==> src/rtl/seg_capture.sv <==
// Seven-segment display sniffer: synchronizes a multiplexed an/seg/dp bus,
// waits for each digit to settle, decodes it and reports per-position hex values.
module seg_capture_pos (
  input  logic       clk,
  input  logic       rst,
  input  logic       cap,
  input  logic       hit,
  input  logic [3:0] val,
  input  logic       dp_lit,
  output logic [3:0] digit,
  output logic       valid,
  output logic       dp_seen
);
  // Blank and undecodable patterns both invalidate the position but keep its value.
  always_ff @(posedge clk or posedge rst)
    if (rst) begin
      digit   <= '0;
      valid   <= 1'b0;
      dp_seen <= 1'b0;
    end else if (cap) begin
      valid <= hit;
      if (hit) begin
        digit   <= val;
        dp_seen <= dp_lit;
      end
    end
endmodule

module seg_capture #(
  parameter int SETTLE_CYCLES  = 4,
  parameter int TIMEOUT_CYCLES = 2_000_000
) (
  input  logic       clk,
  input  logic       rst,
  input  logic [6:0] seg,
  input  logic       dp,
  input  logic [3:0] an,
  output logic [3:0] digit3,
  output logic [3:0] digit2,
  output logic [3:0] digit1,
  output logic [3:0] digit0,
  output logic [3:0] digit_valid,
  output logic [3:0] dp_seen,
  output logic       frame_valid,
  output logic       err_pattern,
  output logic       err_multi_an,
  output logic       stale
);
  localparam int NUM_LANES = 4;
  localparam int SW = (SETTLE_CYCLES > 1) ? $clog2(SETTLE_CYCLES) : 1;
  localparam int TW = $clog2(TIMEOUT_CYCLES + 1);

  typedef enum logic [1:0] {IDLE, SETTLE, CAPTURE, HOLD} state_t;

  state_t                         state, state_n;
  logic [6:0]                     seg_s1, seg_q, seg_prev;
  logic [3:0]                     an_s1, an_q, an_prev;
  logic                           dp_s1, dp_q, dp_prev;
  logic [SW-1:0]                  cnt, cnt_n;
  logic [3:0]                     sel, sel_n;
  logic                           ack, ack_n;
  logic [NUM_LANES-1:0]           mask;
  logic [TW-1:0]                  idle_cnt;
  logic                           cap_en, one_hot, hit, blank;
  logic [3:0]                     val;
  logic [3:0]                     an_low;
  logic [NUM_LANES-1:0][3:0]      digit_q;

  always_ff @(posedge clk or posedge rst)
    if (rst) begin
      seg_s1 <= '1; seg_q <= '1; seg_prev <= '1;
      an_s1  <= '1; an_q  <= '1; an_prev  <= '1;
      dp_s1  <= 1'b1; dp_q <= 1'b1; dp_prev <= 1'b1;
    end else begin
      seg_s1 <= seg; seg_q <= seg_s1; seg_prev <= seg_q;
      an_s1  <= an;  an_q  <= an_s1;  an_prev  <= an_q;
      dp_s1  <= dp;  dp_q  <= dp_s1;  dp_prev  <= dp_q;
    end

  assign an_low  = ~an_q;
  assign one_hot = (an_low != 4'h0) && ((an_low & (an_low - 4'h1)) == 4'h0);

  // CAPTURE decodes the previous-cycle seg/dp: the values that held through settling.
  always_comb begin
    hit   = 1'b1;
    blank = 1'b0;
    val   = 4'h0;
    case (seg_prev)
      7'h40: val = 4'h0;  7'h79: val = 4'h1;  7'h24: val = 4'h2;  7'h30: val = 4'h3;
      7'h19: val = 4'h4;  7'h12: val = 4'h5;  7'h02: val = 4'h6;  7'h78: val = 4'h7;
      7'h00: val = 4'h8;  7'h10: val = 4'h9;  7'h08: val = 4'hA;  7'h03: val = 4'hB;
      7'h46: val = 4'hC;  7'h21: val = 4'hD;  7'h06: val = 4'hE;  7'h0E: val = 4'hF;
      7'h7F: begin hit = 1'b0; blank = 1'b1; end
      default: hit = 1'b0;
    endcase
  end

  always_comb begin
    state_n      = state;
    cnt_n        = cnt;
    sel_n        = sel;
    ack_n        = ack;
    err_multi_an = 1'b0;
    cap_en       = 1'b0;
    if (an_q != an_prev) ack_n = 1'b0;
    case (state)
      IDLE:
        if (one_hot) begin
          state_n = SETTLE; cnt_n = '0; sel_n = an_q;
        end else if (an_q != 4'hF && (!ack || an_q != an_prev)) begin
          err_multi_an = 1'b1; ack_n = 1'b1;
        end
      SETTLE:
        if (an_q != sel || seg_q != seg_prev) begin
          if (one_hot) begin cnt_n = '0; sel_n = an_q; end
          else state_n = IDLE;
        end else if (cnt == SW'(SETTLE_CYCLES - 1)) state_n = CAPTURE;
        else cnt_n = cnt + SW'(1);
      CAPTURE: begin
        cap_en  = 1'b1;
        state_n = HOLD;
      end
      HOLD:
        if (an_q != sel) begin
          if (one_hot) begin state_n = SETTLE; cnt_n = '0; sel_n = an_q; end
          else state_n = IDLE;
        end
      default: state_n = IDLE;
    endcase
  end

  always_ff @(posedge clk or posedge rst)
    if (rst) begin
      state <= IDLE;
      cnt   <= '0;
      sel   <= 4'hF;
      ack   <= 1'b0;
    end else begin
      state <= state_n;
      cnt   <= cnt_n;
      sel   <= sel_n;
      ack   <= ack_n;
    end

  // Frame completes one cycle after the mask fills; the mask restarts in that cycle.
  always_ff @(posedge clk or posedge rst)
    if (rst) begin
      mask        <= '0;
      frame_valid <= 1'b0;
    end else if (mask == 4'hF) begin
      mask        <= '0;
      frame_valid <= 1'b1;
    end else begin
      frame_valid <= 1'b0;
      if (cap_en) mask <= mask | ~sel;
    end

  always_ff @(posedge clk or posedge rst)
    if (rst)                                  idle_cnt <= '0;
    else if (cap_en)                          idle_cnt <= '0;
    else if (idle_cnt != TW'(TIMEOUT_CYCLES)) idle_cnt <= idle_cnt + TW'(1);

  assign stale       = (idle_cnt == TW'(TIMEOUT_CYCLES));
  assign err_pattern = cap_en & ~hit & ~blank;

  for (genvar i = 0; i < NUM_LANES; i++) begin : g_pos
    seg_capture_pos u_pos (
      .clk     (clk),
      .rst     (rst),
      .cap     (cap_en & ~sel[i]),
      .hit     (hit),
      .val     (val),
      .dp_lit  (~dp_prev),
      .digit   (digit_q[i]),
      .valid   (digit_valid[i]),
      .dp_seen (dp_seen[i])
    );
  end

  assign digit0 = digit_q[0];
  assign digit1 = digit_q[1];
  assign digit2 = digit_q[2];
  assign digit3 = digit_q[3];
endmodule

==> config.mk <==
export PLATFORM = sky130hd
export DESIGN_NAME = seg_capture
export DESIGN_NICKNAME = d
export VERILOG_FILES = /design/src/rtl/seg_capture.sv
export SDC_FILE = /design/constraint.sdc
export NUM_CORES = 1
export LEC_CHECK = 0
export BUFFER_PORTS_ARGS = -buffer_cell sky130_fd_sc_hd__buf_2
export CAP_MARGIN = 5
export CORE_ASPECT_RATIO = 1.2
export CORE_UTILIZATION = 63
export DETAILED_ROUTE_END_ITERATION = 10
export GPL_TIMING_DRIVEN = 0
export PLACE_DENSITY_LB_ADDON = 0.25
export SLEW_MARGIN = 20
export SYNTH_ARGS = -nofsm -noshare
export SYNTH_HDL_FRONTEND = slang
export SYNTH_SLANG_ARGS = --single-unit
==> constraint.sdc <==
create_clock -name clk -period 8.9 [get_ports clk]
set_clock_uncertainty 0.2 [all_clocks]
set_input_delay 1.78 -clock clk [delete_from_list [all_inputs] [get_ports clk]]
set_output_delay 1.78 -clock clk [all_outputs]
set_load 0.05 [all_outputs]
### Word level (Yosys, flattened, before mapping)

Cells that the tools add are included.

| operators by class | value |
|---|---|
| multiplexer cells | 32 |
| shifts and indexed selects | 0 |
| div/mod/pow operators | 0 |
| order comparisons | 0 |
| eq/ne operators | 33 |
| bitwise operators | 17 |
| multipliers | 0 |
| reductions and logical operators | 20 |
| $add $sub $neg | 3 |

Operators by type and width:

| operator | number |
|---|---|
| $pmux W4 S15 | 1 |
| $mux W21 | 2 |
| $eq A7 B7 Y1 const B | 5 |
| $add A21 B1 Y21 const B | 1 |
| $eq A21 B21 Y1 const B | 1 |
| $eq A7 B5 Y1 const B | 3 |
| $eq A7 B6 Y1 const B | 3 |
| $ne A21 B21 Y1 const B | 1 |
| $mux W4 | 5 |
| $mux W2 | 9 |
| $reduce_or A16 Y1 | 1 |
| $eq A7 B2 Y1 const B | 2 |
| $eq A7 B4 Y1 const B | 2 |
| $mux W1 | 12 |
| $pmux W4 S3 | 1 |
| $ne A3 B3 Y1 const B | 3 |
| $ne A4 B4 Y1 | 2 |
| $not A4 Y4 | 2 |
| $pmux W2 S4 | 1 |
| $reduce_and A2 Y1 | 4 |
| $eq A7 B3 Y1 const B | 1 |
| $logic_not A7 Y1 | 1 |
| $ne A7 B7 Y1 | 1 |
| $not A1 Y1 | 7 |
| 21 further kinds | 34 |

| word-level totals | value |
|---|---|
| bits in writable memories | 0 |
| register bits | 95 |
| latch bits | 0 |
| output and inout bits | 28 |
| word-level logic and storage cells | 133 |
| memories | 0 |
| memory bits (read-only) | 0 |

### Depth between registers and ports, before layout

| logic depth | value |
|---|---|
| depth after elaboration | 8 |
| depth in mapped cells | 8 |
| gate-level depth less buffers | 7 |

### Modules after synthesis

From an unflattened synthesis, not the netlist that was laid out.

| second synthesis, totals | value |
|---|---|
| cells, all modules | 372 |
| area, all modules | 4,451.8 µm² |

By module, submodules not included:

| module | area each (µm²) | times used | cells each |
|---|---|---|---|
| seg_capture | 3,455.8 | 1 | 312 |
| seg_capture_pos | 249.0 | 4 | 15 |

### Least setup slack after synthesis

OpenSTA, ideal clock, no wires.

| timing | value |
|---|---|
| kind | flip-flop to output port |
| start | register seg_prev[3] |
| end | output err_pattern |
| path buffers | 1 |
| path slack | 3.940 ns |
| data arrival time | 2.980 ns |
| required time | 6.920 ns |
| cell stages (with the launch flop) | 6 |
| path through | dfstp_2 > buf_4 > and4bb_1 > o31ai_4 > o311ai_4 > nor4_1 |

| between the ends | value |
|---|---|
| word-level cells in the longest chain between the ends | 6 |
| elaborated cells on any way between the ends | 24 |
| classes of those cells | eq/ne (16); mux (2); bitwise (4); reduce/logical (2) |

RTL lines:

| item | RTL line | text |
|---|---|---|
| start, declared | 56 | `logic [6:0] seg_s1, seg_q, seg_prev;` |
| start signal, assigned | 75 | `seg_s1 <= seg; seg_q <= seg_s1; seg_prev <= seg_q;` |
| $eq A7 B4 Y1, or another cell as far along | 88 | `case (seg_prev)` |
| $reduce_or A16 Y1 (no source line) | -- |  |
| $mux W1 | 88 |  |
| $not A1 Y1 | 164 | `assign err_pattern = cap_en & ~hit & ~blank;` |
| $and A1 B1 Y1 | 164 |  |
| $and A1 B1 Y1 (*) | 164 |  |
| end, declared | 45 | `output logic err_pattern,` |

Every way passes the cells marked *; elsewhere a longest branch is shown, timed or not.

### Final worst setup path

Same ends and word-level chain as after synthesis.

==> flow_summary.yaml <==
placement:
  io_buffers: 41
  gp_congestion: 0.845
  dpl.hpwl_um: 5460
clock_network:
  cts-root-buf: "clkbuf_8"
  postCtsResizedCells: 0
  clk_path_buf_depth: 2
  numCtsBuffers: 9
  worstSkewPairLatency_ns: 0.36
  clock_sinks: 95
  cts.htree.levels: 3
  postCtsHoldBufs: 0
  clk_pin_slew_worst_paths_ns: 0.09
  cts_setup_buffers: 0
  cts_tree: "built"
run_status:
  outcome: "finished clean"
logic_synthesis:
  ys_seq_area_frac: 0.553
  syn_area_per_cell_um2: 11.6
  ys.warnings.count: 0
  ys_types: 56
  synth.most_common_cell: "dfrtp_1"
  synthTopCellsByArea: "dfrtp_1 (31%), dfstp_2 (24%), xor2_1 (5.4%)"
  synth_ff_type: "dfrtp_1"
  synth_seq_cells: 95
  synthCells: 378
  synthArstFlopShare: 1.00
  synth_area_mm2: 0.00439
  synth_top_area_cell: "dfrtp_1"
  synthTopCellsByCount: "dfrtp_1 (55), nor2_1 (43), dfstp_2 (40)"
  synth_top_area_share: 0.313
  synth_fp_nets: 399
  synth_edf_count: 0
global_routing:
  grt_pass1_wl_um: 13200
  grt_pass1_vias: 2871
  track_usage: 0.234
  grt_overflow: 0
  grt_antenna_before_repair: 0
  grt_max_degree: 53
floorplan:
  die_area_mm2: 0.00731
  start_util: 0.669
  die_h_um: 93.5
  io_pins: 42
  die_w_um: 78.2
  rows: 32
  core_mm2: 0.00657
sta:
  min_period_ns: 4.54
  relSlewSlack: 0.405
  slew_viol_final: 0
  setup_violations: 0
  hold_viol_final: 0
  tns_ns: 0
  rsz0062_at_grt: "no"
  tightestPinTransition_ns: 0.881
  fmax_mhz: 220
  fin_crit_sh: 0.510
  finalHoldWorstSlack_ns: 0.153
layout:
  drive_gt1_frac: 0.326
  nets: 452
  final_util: 0.751
  antenna_cells: 0
  area_growth_pct: 12.2
  fillCellCount: 429
setup_path:
  endpoint_kind: "output port"
  critPathLaunchType: "flop"
  crit_type: "reg -> out"
  rr_worst_depth: 7
  cp_max_fo: 10
  cp.arrival_ns: 2.56
  cp_data_required_time_ns: 6.92
drt:
  wl_per_cell_um: 14.7
  dr.pass1.iters: 5
  drt_iter0_markers: 130
  finalWirelength_um: 7680
  drtAntennaViolNets: 0
  drc_errors: 0
  num_vias: 2933
  viasPerCell: 5.63
power:
  power_leakage_nw: 2.28
  power.density_mw_per_mm2: 180
  peakVddDrop_uv: 115
min_path:
  min_path_type: "reg -> reg"
  hold-path-cell-count: 0
run:
  cap_violations: 0
## sequential cells by signal, indices dropped and copies added (netlist names), 2 cells and up, named ones only
name	flops
an_prev	4
an_q	4
an_s1	4
cnt	2
g_pos.u_pos.digit	16
g_pos.u_pos.dp_seen	4
g_pos.u_pos.valid	4
idle_cnt	21
mask	4
seg_prev	7
seg_q	7
seg_s1	7
sel	4
## cell type report
type	instances	area, um2	share of cell area
plain buffers	25	188	0.0381
repair buffers	42	225	0.0457
multi-input cells	244	1730	0.350
well taps	85	106	0.0216
clock buffers	9	124	0.0251
flip-flops and latches	95	2430	0.492
clock inverters	7	78.8	0.0160
inverters	14	55.1	0.0112
## critical path: stages, from the launching register on
cell and delay [ns]:
dfstp_2 0.53, buf_4 0.14, buf_2 0.22, nor4_1 0.08, o211ai_1 0.28, o311ai_4 0.29
nor4_1 0.35, buf_2 0.32
## cells by family (layout without fill, tap and decap cells)
logic type,Yosys count,in the layout,share of synthesized area
AO/OA/AOI/OAI,49,49,0.0946
XOR/XNOR,37,37,0.0755
adder cells (fa/ha/maj),8,8,0.0222
buffers and inverters,39,97,0.0547
flip-flops,95,95,0.553
multiplexers,12,12,0.0345
AND/OR/NAND/NOR,138,138,0.166
## cell usage in the layout, fill, tap and decap left out, types with 13 or more instances in the layout
| cell type | n |
|---|---|
| nand3_1 | 20 |
| buf_2 | 45 |
| dfstp_2 | 40 |
| nor2_1 | 43 |
| inv_1 | 13 |
| buf_4 | 13 |
| xor2_1 | 27 |
| o21ai_0 | 13 |
| dfrtp_1 | 55 |
| nand2_1 | 24 |
## path summary, 6_finish.rpt
check / from / to / slack, ns
hold / removal: seg_s1[2] / seg_q[2] / 0.15
setup reg to reg: seg_prev[3] / g_pos[2].u_pos.digit[3] / 6.39
max in group asynchronous: rst / dp_s1 / 6.47
setup / recovery: seg_prev[3] / err_pattern / 4.36
hold reg to reg: seg_s1[2] / seg_q[2] / 0.15
min in group asynchronous: rst / idle_cnt[14] / 1.31
## where the power goes
| part | internal [mW] | switching, mW |
|---|---|---|
| clock network | 0.132 | 0.154 |
| registers | 0.467 | 0.0183 |
| logic | 0.0511 | 0.0637 |
## metrics by stage
| stage | area [um2] | total power, mW | instances | setup slack [ns] |
|---|---|---|---|---|
| 2_1_floorplan | 4390 | 0.581 | 378 | 3.94 |
| 3_3_place_gp | 4700 | 0.601 | 504 | 3.59 |
| 3_5_place_dp | 4730 | 0.609 | 505 | 4.80 |
| 4_1_cts | 4930 | 0.893 | 521 | 4.40 |
| 5_1_grt | 4930 | 0.919 | 521 | 4.25 |
| 6_report | 4930 | 0.886 | 521 | 4.36 |
## routing by layer
metal  part of all wire  global-route usage  routed length [um]
met1               0.43               0.295                3270
met2               0.52               0.391                3980
met3              0.040              0.0420                 310
met5                  0                   0                   0
met4              0.016               0.113                 124
No activity file was read; power rests on OpenSTA's default activity.
